==> config.mk <==
export PLATFORM = sky130hd
export DESIGN_NAME = ov7670_config_seq_flat
export DESIGN_NICKNAME = d
export VERILOG_FILES = /design/src/rtl/ov7670_config_seq_if.sv /design/src/rtl/ov7670_config_seq.sv /design/src/flat_wrapper.sv
export SDC_FILE = /design/constraint.sdc
export NUM_CORES = 1
export LEC_CHECK = 0
export ABC_AREA = 1
export BUFFER_PORTS_ARGS = -buffer_cell sky130_fd_sc_hd__buf_2
export CAP_MARGIN = 20
export CORE_MARGIN = 5
export CORE_UTILIZATION = 35
export CTS_CLUSTER_DIAMETER = 120
export DETAILED_ROUTE_END_ITERATION = 10
export SKIP_LAST_GASP = 1
export SLEW_MARGIN = 15
export SYNTH_ARGS = -nofsm -noshare
export SYNTH_HDL_FRONTEND = slang
export SYNTH_SLANG_ARGS = --single-unit
==> constraint.sdc <==
create_clock -name clk -period 1.65 [get_ports clk]
set_input_delay 0.2475 -clock clk [delete_from_list [all_inputs] [get_ports clk]]
set_output_delay 0.2475 -clock clk [all_outputs]
set_load 0.1 [all_outputs]
==> src/rtl/ov7670_config_seq_if.sv <==
// Request/accept link between the init sequencer and the SCCB sender.
// The sequencer presents one {id, register, value} write and holds send until taken.
interface ov7670_config_seq_if;
  logic       send;
  logic       taken;
  logic [7:0] id;
  logic [7:0] register;
  logic [7:0] value;

  modport master (output send, output id, output register, output value, input taken);
  modport slave  (input send, input id, input register, input value, output taken);
endinterface

==> src/rtl/ov7670_config_seq.sv <==
// OV7670 register-init sequencer: walks a {register,value} table, inserts timed
// delays, hands each write to the SCCB sender and flags completion.
module ov7670_config_seq #(
  parameter logic [7:0]  CAM_ID       = 8'h42,
  parameter int unsigned DELAY_CYCLES = 1_000_000,
  parameter int unsigned ROM_DEPTH    = 64
) (
  input  logic                        clk,
  input  logic                        rst_n,
  input  logic                        resend,
  output logic                        config_done,
  ov7670_config_seq_if.master         sccb
);

  localparam int unsigned AW = (ROM_DEPTH > 1) ? $clog2(ROM_DEPTH) : 1;
  localparam int unsigned CW = (DELAY_CYCLES > 1) ? $clog2(DELAY_CYCLES) : 1;
  localparam logic [AW-1:0] LAST_ADDR  = AW'(ROM_DEPTH - 1);
  localparam logic [CW-1:0] DELAY_LOAD = CW'(DELAY_CYCLES - 1);
  localparam logic [15:0]   END_MARK   = 16'hFFFF;
  localparam logic [15:0]   DELAY_MARK = 16'hF0F0;

  typedef enum logic [2:0] {S_FETCH, S_DECODE, S_SEND, S_DELAY, S_DONE} state_t;

  state_t        state_q, state_d;
  logic [AW-1:0] addr_q, addr_d;
  logic [CW-1:0] cnt_q, cnt_d;
  logic [15:0]   rom_q;
  logic          send_d, done_d, adv;
  logic [7:0]    reg_d, val_d;

  // Init table: soft reset, settle delay, RGB565 output, then image tuning.
  function automatic logic [15:0] rom_entry(input int unsigned idx);
    case (idx)
      0:       rom_entry = 16'h1280;
      1:       rom_entry = 16'hF0F0;
      2:       rom_entry = 16'h1204;
      3:       rom_entry = 16'h40D0;
      4:       rom_entry = 16'h1100;
      5:       rom_entry = 16'h0C00;
      6:       rom_entry = 16'h3E00;
      7:       rom_entry = 16'h8C00;
      8:       rom_entry = 16'h0400;
      9:       rom_entry = 16'h3A04;
      10:      rom_entry = 16'h1438;
      11:      rom_entry = 16'h4FB3;
      12:      rom_entry = 16'h50B3;
      13:      rom_entry = 16'h5100;
      14:      rom_entry = 16'h523D;
      15:      rom_entry = 16'h53A7;
      16:      rom_entry = 16'h54E4;
      17:      rom_entry = 16'h589E;
      18:      rom_entry = 16'h3DC0;
      19:      rom_entry = 16'h1714;
      20:      rom_entry = 16'h1802;
      21:      rom_entry = 16'h3280;
      22:      rom_entry = 16'h1903;
      23:      rom_entry = 16'h1A7B;
      24:      rom_entry = 16'h030A;
      25:      rom_entry = 16'h0F41;
      26:      rom_entry = 16'h1E00;
      27:      rom_entry = 16'h330B;
      28:      rom_entry = 16'h3C78;
      29:      rom_entry = 16'h6900;
      30:      rom_entry = 16'h7400;
      31:      rom_entry = 16'hB084;
      default: rom_entry = END_MARK;
    endcase
  endfunction

  // Synchronous table read: data follows addr by one cycle.
  always_ff @(posedge clk or negedge rst_n) begin
    if (!rst_n) rom_q <= END_MARK;
    else        rom_q <= rom_entry(32'(addr_q));
  end

  always_ff @(posedge clk or negedge rst_n) begin
    if (!rst_n) begin
      state_q       <= S_FETCH;
      addr_q        <= '0;
      cnt_q         <= '0;
      sccb.send     <= 1'b0;
      sccb.id       <= CAM_ID;
      sccb.register <= 8'h00;
      sccb.value    <= 8'h00;
      config_done   <= 1'b0;
    end else begin
      state_q       <= state_d;
      addr_q        <= addr_d;
      cnt_q         <= cnt_d;
      sccb.send     <= send_d;
      sccb.id       <= CAM_ID;
      sccb.register <= reg_d;
      sccb.value    <= val_d;
      config_done   <= done_d;
    end
  end

  always_comb begin
    state_d = state_q;
    addr_d  = addr_q;
    cnt_d   = cnt_q;
    send_d  = sccb.send;
    reg_d   = sccb.register;
    val_d   = sccb.value;
    done_d  = config_done;
    adv     = 1'b0;
    case (state_q)
      S_FETCH:  state_d = S_DECODE;
      S_DECODE: begin
        if (rom_q == END_MARK) begin
          state_d = S_DONE;
          done_d  = 1'b1;
          send_d  = 1'b0;
        end else if (rom_q == DELAY_MARK) begin
          state_d = S_DELAY;
          cnt_d   = DELAY_LOAD;
        end else begin
          state_d = S_SEND;
          send_d  = 1'b1;
          reg_d   = rom_q[15:8];
          val_d   = rom_q[7:0];
        end
      end
      S_SEND: begin
        if (sccb.taken) begin
          send_d = 1'b0;
          adv    = 1'b1;
        end
      end
      S_DELAY: begin
        if (cnt_q == '0) adv = 1'b1;
        else             cnt_d = cnt_q - CW'(1);
      end
      S_DONE: begin
        if (resend) begin
          addr_d  = '0;
          done_d  = 1'b0;
          state_d = S_FETCH;
        end
      end
      default: state_d = S_FETCH;
    endcase
    // The last table slot finishes the run instead of wrapping to entry 0.
    if (adv) begin
      if (addr_q == LAST_ADDR) begin
        state_d = S_DONE;
        done_d  = 1'b1;
      end else begin
        addr_d  = addr_q + AW'(1);
        state_d = S_FETCH;
      end
    end
  end

endmodule
==> src/flat_wrapper.sv <==
// flat-port wrapper written by rule: the top's interface ports become plain ports
module ov7670_config_seq_flat 
#(
  parameter logic [7:0]  CAM_ID       = 8'h42,
  parameter int unsigned DELAY_CYCLES = 1_000_000,
  parameter int unsigned ROM_DEPTH    = 64
)
  (clk, rst_n, resend, config_done, sccb_send, sccb_id, sccb_register, sccb_value, sccb_taken);
  ov7670_config_seq_if sccb_i ();
  input  logic clk;
  input  logic rst_n;
  input  logic resend;
  output logic config_done;
  output wire logic [$bits(sccb_i.send)-1:0] sccb_send;
  output wire logic [$bits(sccb_i.id)-1:0] sccb_id;
  output wire logic [$bits(sccb_i.register)-1:0] sccb_register;
  output wire logic [$bits(sccb_i.value)-1:0] sccb_value;
  input wire logic [$bits(sccb_i.taken)-1:0] sccb_taken;
  assign sccb_send = sccb_i.send;
  assign sccb_id = sccb_i.id;
  assign sccb_register = sccb_i.register;
  assign sccb_value = sccb_i.value;
  assign sccb_i.taken = sccb_taken;
  ov7670_config_seq #(.CAM_ID(CAM_ID), .DELAY_CYCLES(DELAY_CYCLES), .ROM_DEPTH(ROM_DEPTH)) u_core (.clk(clk), .rst_n(rst_n), .resend(resend), .config_done(config_done), .sccb(sccb_i));
endmodule
After elaboration in Yosys (flattened, before gate mapping) --
Memories as Yosys holds them, arrays and structs flattened. Index checks and enable logic that the tools add are counted.
Operators by class: reduce and logical (&&, ||, !) cells 9, bitwise gates (word level) 2, add/sub/neg operators 2, mux-type cells 27, equal/unequal tests 14
Operator list (count):
- 20-bit two-way mux | 3
- 20-bit one-hot mux with 2 select lines | 1
- 16-bit == test (second input constant) | 2
- 6-bit two-way mux | 4
- 20-bit logical NOT | 1
- 20-bit by 1-bit subtractor with 20-bit output (second input constant) | 1
- 16-bit two-way mux | 1
- 3-bit two-way mux | 4
- 3-bit one-hot mux with 4 select lines | 1
- 1-bit two-way mux | 10
- 6-bit by 1-bit adder with 6-bit output (second input constant) | 1
- 3-bit by 2-bit == test with 1-bit output (second input constant) | 2
- 6-bit == test (second input constant) | 1
- 2-bit inequality test (second input constant) | 3
- 3-bit by 2-bit inequality test with 1-bit output (second input constant) | 2
- 1-bit one-hot mux with 2 select lines | 3
- 3-bit AND reduction | 2
- 2-bit by 1-bit inequality test with 1-bit output (second input constant) | 2
- 4-bit AND reduction | 1
- 2-bit nonzero test | 2
- 3-bit by 1-bit == test with 1-bit output (second input constant) | 1
- 3-bit == test (second input constant) | 1
- 3-bit logical NOT | 1
- 1-bit NOT | 2
- other kinds (2) | 2
Storage, ports and cells: ROM bits 512, memories kept 1, word-level logic and storage cells 63, output and inout bits 26, input bits 4, register bits after elaboration 63
Memories:
- (no name shown) | depth 32, width 16, rd ports 1, clocked after memory_dff 0, wr ports 0, RTL line ov7670_config_seq.sv:33 | case (idx)

Depth between registers and ports, before layout --
Gate-level depths: netlist of the first run.
depth after elaboration 5, depth in mapped cells 10, depth with buffers taken out 10

Least setup slack after synthesis of the first run --
No wires, ideal clock.
kind register to register, from register u_core.cnt_q[0], to register u_core.config_done, period minus slack after synthesis 1.555 ns, slack 0.095 ns, library setup time 0.070 ns, arrival time 1.486 ns, cell stages (with the launch flop) 10, cells stage by stage dfrtp_1 inv_1 ha_1 nand2_1 nor2_4 nand4_4 nand2_1 buf_4 nand2_1 nand3_1
On the way: word-level cells in the longest chain between the ends 4
Ends and longest elaborated chain:
- from (decl) | RTL line ov7670_config_seq.sv:26 | logic [CW-1:0] cnt_q, cnt_d;
- from (signal assigned) | RTL line ov7670_config_seq.sv:89 | cnt_q <= cnt_d;
- 20-bit logical NOT | RTL line ov7670_config_seq.sv:131 | if (cnt_q == '0) adv = 1'b1;
- 1-bit two-way mux | RTL line ov7670_config_seq.sv:131
- 1-bit one-hot mux with 2 select lines | RTL line ov7670_config_seq.sv:107 | case (state_q)
- 1-bit two-way mux | RTL line ov7670_config_seq.sv:144 | if (adv) begin
- net u_core.done_d | RTL line ov7670_config_seq.sv:28 | logic send_d, done_d, adv;
- to (signal assigned) | RTL line ov7670_config_seq.sv:94 | config_done <= done_d;
- to (decl) | RTL line ov7670_config_seq.sv:11 | output logic config_done,
The timed path passes the listed nets, and every way through them passes these cells. A chain may end at the register's enable or synchronous reset.

Worst setup path after layout of the first run --
from register u_core.cnt_q[1], to register u_core.state_q[0]
On the way: word-level cells in the longest chain between the ends 5, elaborated cells between the ends (all ways) 7, classes of those cells eq/ne (2); mux (3); reduce/logical (2)
Ends and longest elaborated chain:
- 20-bit logical NOT * | RTL line ov7670_config_seq.sv:131
- 1-bit two-way mux * | RTL line ov7670_config_seq.sv:131
- 1-bit one-hot mux with 2 select lines * | RTL line ov7670_config_seq.sv:107
- 3-bit by 2-bit inequality test with 1-bit output (no line) or 2-bit by 1-bit inequality test with 1-bit output (tied branches)
- 2-bit AND reduction (no line)
- to (signal assigned) | RTL line ov7670_config_seq.sv:87 | state_q <= state_d;
- to (decl) | RTL line ov7670_config_seq.sv:24 | state_t state_q, state_d;
Mark *: on every way between the ends. The rest lies on a longest branch, timed or not.

==> results_tabular.tex, run 1 <==
\begin{tabular}{lr}
\hline
Metric & Value \\
\hline
\multicolumn{2}{l}{\textbf{Worst hold path}} \\
\quad Cell depth of the worst min-delay path & 4 \\
\quad Min-Delay Path Class & primary input to flip-flop \\
\multicolumn{2}{l}{\textbf{Flow run}} \\
\quad Max Cap Viol & 0 \\
\multicolumn{2}{l}{\textbf{Synth}} \\
\quad Prevailing post-synth register cell & sky130\_fd\_sc\_hd\_\_dfrtp\_1 \\
\quad Fraction of registers with async set or reset after synthesis & between 90\% and 100\% \\
\quad Number of enable flip-flop cells after synthesis & 0 \\
\quad Register bit total from synthesis & 63 \\
\quad Simple logic cell fraction of the synthesized area & between 30 and 40\% \\
\quad Library cell with the highest instance count after synthesis & sky130\_fd\_sc\_hd\_\_nand2\_1 \\
\quad Ranking of synthesized cells by instance count & 192 x sky130\_fd\_sc\_hd\_\_nand2\_1, 61 x sky130\_fd\_sc\_hd\_\_nor2\_1, 57 x sky130\_fd\_sc\_hd\_\_nand3\_1, 47 x sky130\_fd\_sc\_hd\_\_dfrtp\_1, 45 x sky130\_fd\_sc\_hd\_\_inv\_1 \\
\quad Synthesized instance count & around 550 \\
\quad Cell type with the largest total area after synthesis & sky130\_fd\_sc\_hd\_\_dfrtp\_1 \\
\quad Number of synthesis warnings & 0 \\
\quad Xor and xnor area share after synthesis & less than 1\% \\
\quad Multiplexer share of the synthesized area & 0\% \\
\quad Portion of the post-synthesis area used by sequential elements & 40.3\% \\
\quad Adder-cell share of the synthesized area & 2.84\% \\
\quad Synth Cell Area & between 0.003 and 0.004 sq mm \\
\quad Leading post-synthesis cells by cell area & sky130\_fd\_sc\_hd\_\_dfrtp\_1 30\%, sky130\_fd\_sc\_hd\_\_nand2\_1 18\%, sky130\_fd\_sc\_hd\_\_dfstp\_2 11\% \\
\quad Number of distinct library cell variants in the gate-level netlist after synthesis & 40 \\
\quad Compound-Gate Fraction of Synth Area & between 8 and 9\% \\
\quad Share of the synthesized area in the top cell type & 29.7\% \\
\quad Combinational family with the most area after synthesis & simple AND/OR/NAND/NOR gates \\
\quad Syn\_area\_per\_cell & just over 7 sq um \\
\multicolumn{2}{l}{\textbf{Floorplan}} \\
\quad Boundary pin count & 30 \\
\quad Initial Util & a little over a third \\
\quad Core area & between 0.01 and 0.015 sq mm \\
\quad Die Outline Area & 0.0135 sq mm \\
\quad Number of cell rows & 38 \\
\quad Chip Width & $\sim$120 um \\
\quad Floorplan die height & between 100 and 150 um \\
\multicolumn{2}{l}{\textbf{Setup path}} \\
\quad CP required & 1860 ps \\
\quad Critical Path AT & between 1500 and 2000 ps \\
\quad Number of cells traversed by the worst register-to-register path & 8 \\
\quad Crit path kind & flip-flop to flip-flop \\
\quad Crit path launch type & flip-flop \\
\quad CP Max Fanout & 4 \\
\quad Capturing element type of the critical path & flip-flop \\
\multicolumn{2}{l}{\textbf{Run status}} \\
\quad Status & completed \\
\multicolumn{2}{l}{\textbf{Timing}} \\
\quad Relative slew slack & 66.8\% \\
\quad Count of final hold-check violations & 0 \\
\quad Worst clock skew & about 8.3 ps \\
\quad Transition time at the pin with the least slew margin & 492 ps \\
\quad Post-layout minimum cycle time & between 1500 and 2000 ps \\
\quad Fmax & about 630 MHz \\
\quad Final worst-path cycle share & 96.5\% \\
\quad Unrepaired setup endpoints after global routing & yes \\
\quad Final total negative setup slack & 0 ps \\
\quad Setup violators final & 0 \\
\quad Number of pins exceeding their max-slew limit in the final report & 0 \\
\multicolumn{2}{l}{\textbf{Pwr}} \\
\quad Switching share of power & between 50\% and 60\% \\
\quad Logic pwr share & 58.3\% \\
\quad Cell leakage power & about 2.5 nW \\
\quad Total power density per cell area & between 2000 and 2500 mW/mm\^{}2 \\
\quad Switching Power & a little under 6 mW \\
\quad Clock network fraction of design power & 16.7\% \\
\quad Share of total power in sequential cells & roughly a quarter \\
\quad Internal cell power & roughly 5.6 mW \\
\quad Worst supply voltage drop on vdd & 1.67 mV \\
\multicolumn{2}{l}{\textbf{Layout}} \\
\quad Final non-filler cell total & around 800 \\
\quad Fraction of layout cells with a size suffix above 1 & around 29\% \\
\quad Fin nets & $\sim$650 \\
\quad Diodes inserted & 0 \\
\quad Layout overhead on the synthesized area & 30.1\% \\
\multicolumn{2}{l}{\textbf{GRT}} \\
\quad Maximum number of pins on one net before global-route repair & 64 \\
\quad Initial antenna violation count & 0 \\
\quad Vias in the first global route & $\sim$3600 \\
\quad Overflow left after global routing & 0 \\
\quad Overall fraction of global-route tracks in use & 15.6\% \\
\quad Global-route wire length before repair & approximately 17000 um \\
\multicolumn{2}{l}{\textbf{Placed design}} \\
\quad Number of port buffers & 21 \\
\quad HPWL reported at the end of detailed placement & between 7000 and 8000 um \\
\quad Placer congestion estimate & roughly 0.90 \\
\quad Number of instances in the placed design & between 700 and 800 \\
\multicolumn{2}{l}{\textbf{Drt}} \\
\quad Post-Route WL & around 11000 um \\
\quad DRC violation count after routing & 0 \\
\quad Antenna-violating nets left & 0 \\
\quad Vias per Instance & 4.97 \\
\quad Routed len/inst & around 14 um \\
\quad DRC marker count from the first detailed-route iteration & roughly 400 \\
\quad First-pass iteration count of the detailed router & 5 \\
\quad Overall via count from detail\_route & $\sim$3900 \\
\multicolumn{2}{l}{\textbf{CTS}} \\
\quad Maximum level of the CTS H-tree & 3 \\
\quad TritonCTS sink count & 63 \\
\quad Largest buffer count on any clock path & 2 \\
\quad Clock-pin transition on the worst setup and hold timing paths & 60 ps \\
\quad Clock insertion delay at the later pin of the skew report & roughly 330 ps \\
\quad CTS Root Cell & sky130\_fd\_sc\_hd\_\_clkbuf\_16 \\
\quad Cts bufs inserted & 9 \\
\quad Clock tree from TritonCTS & yes \\
\hline
\end{tabular}
## layer usage
| metal | track usage [%] | wire length, um |
|---|---|---|
| met5 | 0 | 0 |
| met4 | 6.50 | 206 |
| met3 | 3.21 | 573 |
| met2 | 24.8 | 5070 |
| met1 | 20.9 | 5010 |
## area by class of cell
cell class	instances	area [sq um]
Multi-Input combinational cell	428	2220
Timing Repair Buffer	87	657
Clock inverter	6	70.1
Clock buffer	10	239
Inverter	49	191
Sequential cell	63	1600
Tap cell	140	175
Fill cell	1065	5830
## per-stage QoR
step	hold WS (ps)	total power, mW	worst slack, ps	cell area (sq um)	util (%)
6_report	301	11.5	57.9	5150	46.9
5_1_grt	345	12.4	-32.9	5150	46.9
4_1_cts	275	11.0	1.54	4840	44.0
3_5_place_dp	287	9.02	-32.5	4510	41.1
3_3_place_gp	282	8.95	-4.32	4510	41.1
2_1_floorplan	-48.1	7.32	94.6	3990	-
## state kept, by name, summed over array words and instances (netlist names)
| register | flops |
|---|---|
| u_core.addr_q | 6 |
| u_core.cnt_q | 20 |
| u_core.config_done | 1 |
| u_core.rom_q | 16 |
| u_core.sccb.register | 8 |
| u_core.sccb.send | 1 |
| u_core.sccb.value | 8 |
| u_core.state_q | 3 |
## timing repair
| action | in CTS | in global routing |
|---|---|---|
| pin swaps | 0 | 24 |
| hold buffers | 1 | 0 |
| gates resized for setup | 2 | 52 |
| setup buffers | 0 | 11 |
| endpoints found under the hold margin | 47 | 0 |
| endpoints found under the setup margin | 5 | 48 |
| gates cloned | 0 | 7 |
## placed cells by master, fill, tap and decap left out, types with 6 or more instances in the layout
cell type | synthesis | final
sky130_fd_sc_hd__a21oi_1 | 14 | 14
sky130_fd_sc_hd__buf_2 | 8 | 22
sky130_fd_sc_hd__buf_4 | 10 | 58
sky130_fd_sc_hd__clkbuf_16 | 0 | 10
sky130_fd_sc_hd__conb_1 | 2 | 8
sky130_fd_sc_hd__dfrtp_1 | 47 | 45
sky130_fd_sc_hd__dfstp_2 | 16 | 16
sky130_fd_sc_hd__ha_1 | 9 | 6
sky130_fd_sc_hd__inv_1 | 45 | 39
sky130_fd_sc_hd__inv_2 | 2 | 7
sky130_fd_sc_hd__nand2_1 | 192 | 177
sky130_fd_sc_hd__nand2_2 | 1 | 17
sky130_fd_sc_hd__nand3_1 | 57 | 54
sky130_fd_sc_hd__nand4_1 | 8 | 8
sky130_fd_sc_hd__nor2_1 | 61 | 51
sky130_fd_sc_hd__nor2_2 | 7 | 13
sky130_fd_sc_hd__nor2_4 | 4 | 10
sky130_fd_sc_hd__o211ai_1 | 6 | 6
sky130_fd_sc_hd__o21ai_0 | 12 | 12
sky130_fd_sc_hd__o21ai_1 | 18 | 17
## final timing paths
check,slack [ps],startpoint,end
min reg2reg,470,u_core.sccb.value[2],u_core.sccb.value[2]
max reg2reg,60,u_core.cnt_q[1],u_core.state_q[0]
min in group asynchronous,440,rst_n,u_core.cnt_q[5]
max in group asynchronous,860,rst_n,u_core.rom_q[10]
max,60,u_core.cnt_q[1],u_core.state_q[0]
min,300,resend,u_core.state_q[2]
## power by group through the flow
stage / registers [mW] / logic (mW) / clock network [mW]
global route: 2.97 / 7.37 / 2.05
CTS: 2.82 / 6.20 / 1.98
detailed placement: 2.85 / 6.18 / 0
floorplan: 4.18 / 3.14 / 0
finish: 2.89 / 6.72 / 1.93
global placement: 2.83 / 6.12 / 0
## cell families after synthesis
logic type                 count (synthesis)
and+or+nand+nor                          344
buffers and inverters                     74
DFF                                       63
AOI/OAI and AO/OA                         60
adders and majority gates                  9
xor gates and xnor gates                   2
other                                      2
## worst max-delay path, cell delays in order, from the launching register on
cell	delay, ps
sky130_fd_sc_hd__dfrtp_1	380
sky130_fd_sc_hd__inv_2	80
sky130_fd_sc_hd__ha_4	120
sky130_fd_sc_hd__buf_4	100
sky130_fd_sc_hd__nand2_2	70
sky130_fd_sc_hd__nor3_4	290
sky130_fd_sc_hd__nand3_2	130
sky130_fd_sc_hd__o21ai_2	200
sky130_fd_sc_hd__nand3_1	100
Power figures use the tool's default switching activity.
==> run 2, diff against run 1 <==
--- a/config.mk
+++ b/config.mk
@@ -5,10 +5,9 @@
 export SDC_FILE = /design/constraint.sdc
 export NUM_CORES = 1
 export LEC_CHECK = 0
-export ABC_AREA = 1
 export BUFFER_PORTS_ARGS = -buffer_cell sky130_fd_sc_hd__buf_2
 export CAP_MARGIN = 20
-export CORE_MARGIN = 5
+export CORE_MARGIN = 8
 export CORE_UTILIZATION = 35
 export CTS_CLUSTER_DIAMETER = 120
 export DETAILED_ROUTE_END_ITERATION = 10
==> run 2 against run 1 <==
- the run now ends with negative setup slack left
- sequential share of layout area rose by 1.3 points
- clock power shrank 30%
- cell count shrank 21%
- maximum frequency decreased by 28%
- count of clock-buffer cells in the layout down 1
- combinational power fell by 7.1%
- power decreased by 11%
- critical endpoint is now u_core.cnt_q[17]
- non-clock buffer count up 32
==> results_tabular.tex, run 2 <==
\begin{tabular}{lr}
\hline
Metric & Value \\
\hline
\multicolumn{2}{l}{\textbf{Setup path}} \\
\quad Worst setup path startpoint & u\_core.cnt\_q[5] \\
\quad Critical Path AT & 2430 ps (+630 ps) \\
\quad Crit path kind & flip-flop to flip-flop \\
\quad CP Max Fanout & 7 (+3) \\
\quad Crit path launch type & flip-flop \\
\quad Capturing element type of the critical path & flip-flop \\
\quad CP required & 1870 ps (about the same) \\
\quad Worst r2r src & u\_core.cnt\_q[5] \\
\multicolumn{2}{l}{\textbf{Layout}} \\
\quad Layout overhead on the synthesized area & 38.7\% \\
\quad Most common cell after layout, fill and taps aside & sky130\_fd\_sc\_hd\_\_buf\_4 \\
\quad Register containing the most flip-flops in the final layout & u\_core.cnt\_q \\
\quad Registers with the most flip-flops & u\_core.cnt\_q: 20 flops, u\_core.rom\_q: 16 flops \\
\quad Final non-filler cell total & 617 (-21\%) \\
\quad Flip-flop count of the largest register after layout & 20 (unchanged) \\
\quad Diodes inserted & 0 (unchanged) \\
\quad Most frequent cells in the layout & 88 x sky130\_fd\_sc\_hd\_\_buf\_4, 45 x sky130\_fd\_sc\_hd\_\_dfrtp\_1, 37 x sky130\_fd\_sc\_hd\_\_nand2\_1, 24 x sky130\_fd\_sc\_hd\_\_nor2\_1, 21 x sky130\_fd\_sc\_hd\_\_buf\_2 \\
\quad Fin nets & 489 (-25\%) \\
\quad Fraction of layout cells with a size suffix above 1 & 45.9\% (+17 points) \\
\multicolumn{2}{l}{\textbf{CTS}} \\
\quad Clock-pin transition on the worst setup and hold timing paths & 80 ps (+20 ps) \\
\quad Maximum level of the CTS H-tree & 3 (unchanged) \\
\quad Largest buffer count on any clock path & 2 (unchanged) \\
\quad Clock insertion delay at the later pin of the skew report & 350 ps (+20 ps) \\
\quad CTS Root Cell & sky130\_fd\_sc\_hd\_\_clkbuf\_8 \\
\quad Cts bufs inserted & 9 (unchanged) \\
\quad Clock tree from TritonCTS & yes \\
\quad TritonCTS sink count & 63 (unchanged) \\
\multicolumn{2}{l}{\textbf{Placed design}} \\
\quad Placer congestion estimate & 0.857 (-4.6\%) \\
\quad Number of port buffers & 21 (unchanged) \\
\quad Number of instances in the placed design & 588 (-21\%) \\
\quad Worst slack after detailed placement & -655 ps (-622 ps) \\
\quad HPWL reported at the end of detailed placement & 6280 um (-16\%) \\
\multicolumn{2}{l}{\textbf{GRT}} \\
\quad Overall fraction of global-route tracks in use & 14.3\% (-1.4 points) \\
\quad Initial antenna violation count & 0 (unchanged) \\
\quad Overflow left after global routing & 0 (unchanged) \\
\quad Global-route wire length before repair & 15200 um (-9.4\%) \\
\quad Maximum number of pins on one net before global-route repair & 64 (unchanged) \\
\quad Vias in the first global route & 3061 (-14\%) \\
\multicolumn{2}{l}{\textbf{Floorplan}} \\
\quad Die Outline Area & 0.0137 sq mm (+1.1\%) \\
\quad Number of cell rows & 37 (-2.6\%) \\
\quad Chip Width & 117 um (+0.52\%) \\
\quad Core area & 0.0101 sq mm (-8.1\%) \\
\quad Initial Util & 35.4\% (-0.70 points) \\
\quad Boundary pin count & 30 (unchanged) \\
\quad Floorplan die height & 117 um (+0.52\%) \\
\multicolumn{2}{l}{\textbf{Timing}} \\
\quad Unrepaired setup endpoints after global routing & yes \\
\quad Count of final hold-check violations & 0 (unchanged) \\
\quad Number of pins exceeding their max-slew limit in the final report & 0 (unchanged) \\
\quad Worst clock skew & 9.62 ps (+1.33 ps) \\
\quad Setup violators final & 47 (+47) \\
\quad Fmax & 454 MHz (-28\%) \\
\quad Final total negative setup slack & -21580 ps (-21580 ps) \\
\quad Hold slack & 115 ps (-185 ps) \\
\quad Worst Setup Slack, final & -554 ps (-612 ps) \\
\quad Post-layout minimum cycle time & 2200 ps (+612 ps) \\
\quad Final worst-path cycle share & 134\% (+37 points) \\
\multicolumn{2}{l}{\textbf{Synth}} \\
\quad Number of distinct library cell variants in the gate-level netlist after synthesis & 60 (+50\%) \\
\quad Portion of the post-synthesis area used by sequential elements & 44.7\% (+4.4 points) \\
\quad Synth Cell Area & 0.00357 sq mm (-9.9\%) \\
\quad Synthesized instance count & 372 (-33\%) \\
\quad Fraction of registers with async set or reset after synthesis & 100\% (unchanged) \\
\quad Number of enable flip-flop cells after synthesis & 0 (unchanged) \\
\quad Ranking of synthesized cells by instance count & 47 x sky130\_fd\_sc\_hd\_\_dfrtp\_1, 37 x sky130\_fd\_sc\_hd\_\_nand2\_1, 24 x sky130\_fd\_sc\_hd\_\_nor2\_1, 23 x sky130\_fd\_sc\_hd\_\_o21ai\_0, 18 x sky130\_fd\_sc\_hd\_\_mux2\_2 \\
\quad Cell type with the largest total area after synthesis & sky130\_fd\_sc\_hd\_\_dfrtp\_1 \\
\quad Library cell with the highest instance count after synthesis & sky130\_fd\_sc\_hd\_\_dfrtp\_1 \\
\quad Share of the synthesized area in the top cell type & 32.9\% (+3.3 points) \\
\quad Prevailing post-synth register cell & sky130\_fd\_sc\_hd\_\_dfrtp\_1 \\
\quad Number of synthesis warnings & 0 (unchanged) \\
\quad Register bit total from synthesis & 63 (unchanged) \\
\quad Syn\_area\_per\_cell & 9.60 sq um (+34\%) \\
\quad Leading post-synthesis cells by cell area & sky130\_fd\_sc\_hd\_\_dfrtp\_1 33\%, sky130\_fd\_sc\_hd\_\_dfstp\_2 12\%, sky130\_fd\_sc\_hd\_\_mux2\_2 5.7\% \\
\multicolumn{2}{l}{\textbf{Pwr}} \\
\quad Worst supply voltage drop on vdd & 0.917 mV (-45\%) \\
\quad Cell leakage power & 2.24 nW (-12\%) \\
\quad Total power density per cell area & 2070 mW/mm\^{}2 (-7.4\%) \\
\multicolumn{2}{l}{\textbf{Drt}} \\
\quad DR top layer & met4 \\
\quad Antenna-violating nets left & 0 (unchanged) \\
\quad DRC violation count after routing & 0 (unchanged) \\
\quad First-pass iteration count of the detailed router & 4 (-1) \\
\quad DRC marker count from the first detailed-route iteration & 247 (-37\%) \\
\quad Length of routed met3 wiring & 358 um (-38\%) \\
\quad Detailed-routed wire length on met2 & 4370 um (-14\%) \\
\quad Overall via count from detail\_route & 3127 (-20\%) \\
\quad Post-Route WL & 9040 um (-17\%) \\
\quad Vias per Instance & 5.07 (+2.0\%) \\
\quad Routed len/inst & 14.7 um (+5.6\%) \\
\quad Detailed-routing wirelength on met1 & 4170 um (-17\%) \\
\multicolumn{2}{l}{\textbf{Flow run}} \\
\quad Max Cap Viol & 0 (unchanged) \\
\multicolumn{2}{l}{\textbf{Worst hold path}} \\
\quad Min-Delay Path Class & primary input to flip-flop \\
\quad Critical hold path startpoint & resend \\
\multicolumn{2}{l}{\textbf{Run status}} \\
\quad Status & finished, violations left \\
\quad Failing checks & negative setup slack \\
\hline
\end{tabular}
==> run 2: cell count changes after synthesis, moves of 6 or more <==
cell                       previous run  this run
sky130_fd_sc_hd__nand2b_1             0        10
sky130_fd_sc_hd__nor3_1               2        11
sky130_fd_sc_hd__nor2_2               7         0
sky130_fd_sc_hd__o21ai_1             18         2
sky130_fd_sc_hd__o21ai_0             12        23
sky130_fd_sc_hd__or4_1                0         8
sky130_fd_sc_hd__xor2_1               1        12
sky130_fd_sc_hd__inv_1               45         7
sky130_fd_sc_hd__nor2_1              61        24
sky130_fd_sc_hd__nand3_1             57        11
sky130_fd_sc_hd__nand2_1            192        37
sky130_fd_sc_hd__clkbuf_1             3        17
sky130_fd_sc_hd__mux2_2               0        18
sky130_fd_sc_hd__buf_2                8         2
==> run 2: metal layers <==
layer	vias to the layer above	global-route usage (%)
met1	1525	19.3
met3	11	2.92
met5	-	0
met2	56	22.0
li1	1535	-
met4	0	5.20
==> run 2: critical path: stages, from the launching register on <==
cell and delay (ps):
sky130_fd_sc_hd__dfrtp_1 380, sky130_fd_sc_hd__or4_4 550, sky130_fd_sc_hd__or4_4 500, sky130_fd_sc_hd__buf_4 180, sky130_fd_sc_hd__o211ai_4 240, sky130_fd_sc_hd__or4b_4 180
sky130_fd_sc_hd__nand3_2 50
==> run 2: layout make-up <==
cell class	instances	area (sq um)
clock inverter	7	72.6
timing repair buffer	119	917
tap	136	170
inverter	8	30.0
clock buffer	9	124
multi-input combinational	275	2040
fill	953	5140
sequential	63	1600
==> run 2: timing repair <==
action | CTS | global route
buffers inserted | 4 | 7
pin swaps | 17 | 16
hold buffers | 1 | 0
setup endpoints to repair | 53 | 60
endpoints found under the hold margin | 47 | 0
gates cloned | 1 | 1
resized for setup | 32 | 22
==> run 2: where the power goes <==
group	internal, mW	switching [mW]	leakage (nW)
Sequential	2.28	0.395	0.760
Combinational	2.49	3.75	1.39
Clock	0.699	0.650	0.0956
==> run 2: through the flow <==
step | utilization [%] | cell area [sq um] | total power, mW
after global routing | 49.1 | 4950 | 10.9
final | 49.1 | 4950 | 10.3
after global placement | 43.7 | 4410 | 8.37
after detailed placement | 43.7 | 4410 | 8.43
after floorplan | - | 3680 | 6.56
after CTS | 47.5 | 4800 | 10.0
==> run 2: final timing paths <==
| path | end | slack (ps) | cells past startpoint |
|---|---|---|---|
| hold reg to reg | u_core.sccb.register[4] | 500 | 1 |
| max in group asynchronous | u_core.rom_q[4] | 900 | 3 |
| hold / removal | u_core.state_q[2] | 120 | 2 |
| setup reg to reg | u_core.cnt_q[17] | -550 | 6 |
| min in group asynchronous | u_core.cnt_q[19] | 440 | 3 |
| setup / recovery | u_core.cnt_q[17] | -550 | 6 |
==> run 2: cells by family after synthesis <==
| group | share of synthesized area (%) |
|---|---|
| mux | 5.96 |
| compound gates | 15.6 |
| buf+inv | 5.85 |
| simple gates | 21.1 |
| xor+xnor | 3.43 |
| flops | 44.7 |
| fa+ha+maj | 3.15 |
| other cells | 0.210 |
==> run 3, diff against run 2 <==
==> constraint.sdc (replaced) <==
create_clock -name clk -period 2.2 [get_ports clk]
set_input_delay 0.33 -clock clk [delete_from_list [all_inputs] [get_ports clk]]
set_output_delay 0.33 -clock clk [all_outputs]
set_load 0.1 [all_outputs]
==> run 3 against run 2 <==
- global-route usage decreased by 0.53 points
- sequential power decreased by 23%
- hold slack improved by 94 ps
- power decreased by 32%
- critical endpoint is now u_core.cnt_q[15]
- the flow still finishes with violations (negative setup slack)
- via count decreased by 4.9%
- wire length decreased by 5.2%
- first-iteration DRC count decreased by 8.1%
==> results_tabular.tex, run 3 (synthesis gave the netlist of run 2 again) <==
\begin{tabular}{lr}
\hline
Metric & Value \\
\hline
\multicolumn{2}{l}{\textbf{CTS}} \\
\quad Clock-pin transition on the worst setup and hold timing paths & 70 ps (about the same) \\
\quad Cts bufs inserted & 9 (unchanged) \\
\quad TritonCTS sink count & 63 (unchanged) \\
\quad Maximum level of the CTS H-tree & 3 (unchanged) \\
\quad Largest buffer count on any clock path & 2 (unchanged) \\
\quad Clock tree from TritonCTS & yes \\
\quad CTS Root Cell & sky130\_fd\_sc\_hd\_\_clkbuf\_8 \\
\quad Clock insertion delay at the later pin of the skew report & 350 ps (about the same) \\
\multicolumn{2}{l}{\textbf{Setup path}} \\
\quad Worst r2r src & u\_core.cnt\_q[3] \\
\quad Reg2Reg Capture Point & u\_core.cnt\_q[15] \\
\quad Delay of the slowest critical-path stage & 560 ps (about the same) \\
\quad Critical Path AT & 2490 ps (+60 ps) \\
\quad CP Max Fanout & 7 (unchanged) \\
\quad Number of cells traversed by the worst register-to-register path & 7 (+1) \\
\quad Capturing element type of the critical path & flip-flop \\
\quad Worst-path cell chain & or4\_4, or4\_4, buf\_6, o211ai\_4, buf\_6, o21ai\_1, a21oi\_1 \\
\quad Minimum setup slack among reg-to-reg paths & -20 ps (+540 ps) \\
\quad Slowest stage cell, crit path & sky130\_fd\_sc\_hd\_\_or4\_4 \\
\quad Crit path launch type & flip-flop \\
\quad Crit path kind & flip-flop to flip-flop \\
\quad CP required & 2480 ps (+610 ps) \\
\multicolumn{2}{l}{\textbf{Floorplan}} \\
\quad Number of cell rows & 37 (unchanged) \\
\quad Die Outline Area & 0.0137 sq mm (unchanged) \\
\quad Floorplan die height & 117 um (unchanged) \\
\quad Initial Util & 35.4\% (unchanged) \\
\quad Core area & 0.0101 sq mm (unchanged) \\
\quad Chip Width & 117 um (unchanged) \\
\quad Boundary pin count & 30 (unchanged) \\
\multicolumn{2}{l}{\textbf{GRT}} \\
\quad Vias in the first global route & 2978 (-2.7\%) \\
\quad Overall fraction of global-route tracks in use & 13.7\% (-0.53 points) \\
\quad Global-route wire length before repair & 14800 um (-2.8\%) \\
\quad Overflow left after global routing & 0 (unchanged) \\
\quad Maximum number of pins on one net before global-route repair & 64 (unchanged) \\
\quad Initial antenna violation count & 0 (unchanged) \\
\multicolumn{2}{l}{\textbf{Layout}} \\
\quad Diodes inserted & 0 (unchanged) \\
\quad Storage element area & 0.00160 sq mm (-0.16\%) \\
\quad Total non-filler cell area in the finished layout & 0.00443 sq mm (-11\%) \\
\quad Fin nets & 439 (-10\%) \\
\quad Most common cell after layout, fill and taps aside & sky130\_fd\_sc\_hd\_\_dfrtp\_1 \\
\quad Multi-input gate area in the final layout & 0.00193 sq mm (-5.5\%) \\
\quad Number of filler instances in the final layout & 985 (+3.4\%) \\
\quad Most frequent cells in the layout & 47 x sky130\_fd\_sc\_hd\_\_dfrtp\_1, 39 x sky130\_fd\_sc\_hd\_\_buf\_4, 37 x sky130\_fd\_sc\_hd\_\_nand2\_1, 23 x sky130\_fd\_sc\_hd\_\_nor2\_1, 22 x sky130\_fd\_sc\_hd\_\_buf\_2 \\
\quad Fraction of layout cells with a size suffix above 1 & 35.0\% (-11 points) \\
\quad Layout overhead on the synthesized area & 24.1\% \\
\quad Register containing the most flip-flops in the final layout & u\_core.cnt\_q \\
\quad Flip-flop count of the largest register after layout & 20 (unchanged) \\
\quad Fraction of the core area covered by cells at the end of the flow & 43.9\% (-5.2 points) \\
\quad Registers with the most flip-flops & u\_core.cnt\_q: 20 flops, u\_core.rom\_q: 16 flops \\
\multicolumn{2}{l}{\textbf{Drt}} \\
\quad Antenna-violating nets left & 0 (unchanged) \\
\quad Overall via count from detail\_route & 2975 (-4.9\%) \\
\quad DRC violation count after routing & 0 (unchanged) \\
\quad First-pass iteration count of the detailed router & 4 (unchanged) \\
\quad Routed len/inst & 15.1 um (+3.2\%) \\
\quad Post-Route WL & 8580 um (-5.2\%) \\
\quad Vias per Instance & 5.25 (+3.5\%) \\
\quad DRC marker count from the first detailed-route iteration & 227 (-8.1\%) \\
\multicolumn{2}{l}{\textbf{Run status}} \\
\quad Failing checks & negative setup slack \\
\quad Status & finished, violations left \\
\multicolumn{2}{l}{\textbf{Timing}} \\
\quad Relative slew slack & 65.3\% \\
\quad Number of pins exceeding their max-slew limit in the final report & 0 (unchanged) \\
\quad Fmax & 451 MHz (-0.61\%) \\
\quad Worst clock skew & 8.20 ps (-1.42 ps) \\
\quad Unrepaired setup endpoints after global routing & yes \\
\quad Final total negative setup slack & -30.5 ps (+21550 ps) \\
\quad Setup violators final & 2 (-96\%) \\
\quad Post-layout minimum cycle time & 2220 ps (+13.5 ps) \\
\quad Worst Setup Slack, final & -17.2 ps (+536 ps) \\
\quad Count of final hold-check violations & 0 (unchanged) \\
\quad Final worst-path cycle share & 101\% (-33 points) \\
\quad Transition time at the pin with the least slew margin & about 520 ps \\
\multicolumn{2}{l}{\textbf{Pwr}} \\
\quad Cell leakage power & 1.96 nW (-12\%) \\
\quad Worst supply voltage drop on vdd & 0.664 mV (-28\%) \\
\quad Total power density per cell area & 1580 mW/mm\^{}2 (-24\%) \\
\quad Post-layout power & 7.01 mW (-32\%) \\
\multicolumn{2}{l}{\textbf{Worst hold path}} \\
\quad Worst Hold Path EP & u\_core.state\_q[2] \\
\quad Min-Delay Path Class & primary input to flip-flop \\
\quad Cell depth of the worst min-delay path & 2 (unchanged) \\
\quad Critical hold path startpoint & resend \\
\multicolumn{2}{l}{\textbf{Placed design}} \\
\quad Area after detailed placement & 0.00403 sq mm (-8.7\%) \\
\quad Number of port buffers & 21 (unchanged) \\
\quad HPWL reported at the end of detailed placement & 5850 um (-6.9\%) \\
\quad Placer congestion estimate & 0.865 (+0.96\%) \\
\multicolumn{2}{l}{\textbf{Flow run}} \\
\quad Max Cap Viol & 0 (unchanged) \\
\hline
\end{tabular}
==> run 3: cell count changes in the layout (fill, tap and decap cells not counted), sizes merged <==
cell,before,now
inv,8,7
or4,10,9
o21ai,26,27
buf,117,68
==> run 3: stage by stage <==
stage	worst slack [ps]	cells	hold slack, ps
detailed placement	-162	540	371
CTS	-76.0	567	198
global route	-98.0	567	224
finish	-17.2	567	209
global placement	-69.1	540	363
floorplan	-60.1	378	34.4
==> run 3: report_power, final <==
group	leakage (nW)	internal, mW	switching, mW	total (mW)
registers	0.762	1.71	0.354	2.06
logic	1.11	1.38	2.55	3.93
clock network	0.0981	0.547	0.461	1.01
==> run 3: how the worst max path moves through the flow <==
stage | start | to | slack (ps) | depth (start not counted)
after CTS | u_core.cnt_q[4] | u_core.cnt_q[2] | -80 | 7
after global routing | u_core.cnt_q[3] | u_core.cnt_q[2] | -100 | 7
final | u_core.cnt_q[3] | u_core.cnt_q[15] | -20 | 7
after global placement | u_core.cnt_q[5] | u_core.cnt_q[2] | -70 | 5
after detailed placement | u_core.cnt_q[5] | u_core.cnt_q[10] | -160 | 5
after floorplan | u_core.cnt_q[2] | u_core.cnt_q[16] | -60 | 8
==> run 3: worst max-delay path: cells and delay by family, from the launching register on <==
kind | cells | cell delay, ps
and+or+nand+nor | 2 | 1010
AOI/OAI and AO/OA | 3 | 460
DFF | 1 | 390
buffers and inverters | 2 | 290
==> run 3: area by class of cell <==
type                            instances  share of cell area (%)
Multi-Input combinational cell        275                    43.5
Sequential cell                        63                    36.0
Timing Repair Buffer                   69                    11.5
Tap cell                              136                    3.84
Clock buffer                           10                    3.11
Clock inverter                          6                    1.36
Inverter                                8                   0.678
==> run 3: routing by layer <==
layer  global-route usage, %  vias to the layer above  part of all wire (%)
met1                    17.9                     1449                    46
met3                    2.82                       17                   4.6
met5                       0                        -                     0
met4                    5.55                        0                   2.3
met2                    21.8                       69                    47
li1                        -                     1440                     -
==> run 3: timing repair <==
action	CTS	global route
hold buffers	1	0
buffers inserted	9	1
endpoints found under the hold margin	19	0
pin swaps	28	13
setup endpoints to repair	26	46
resized for setup	21	7
gates cloned	1	0
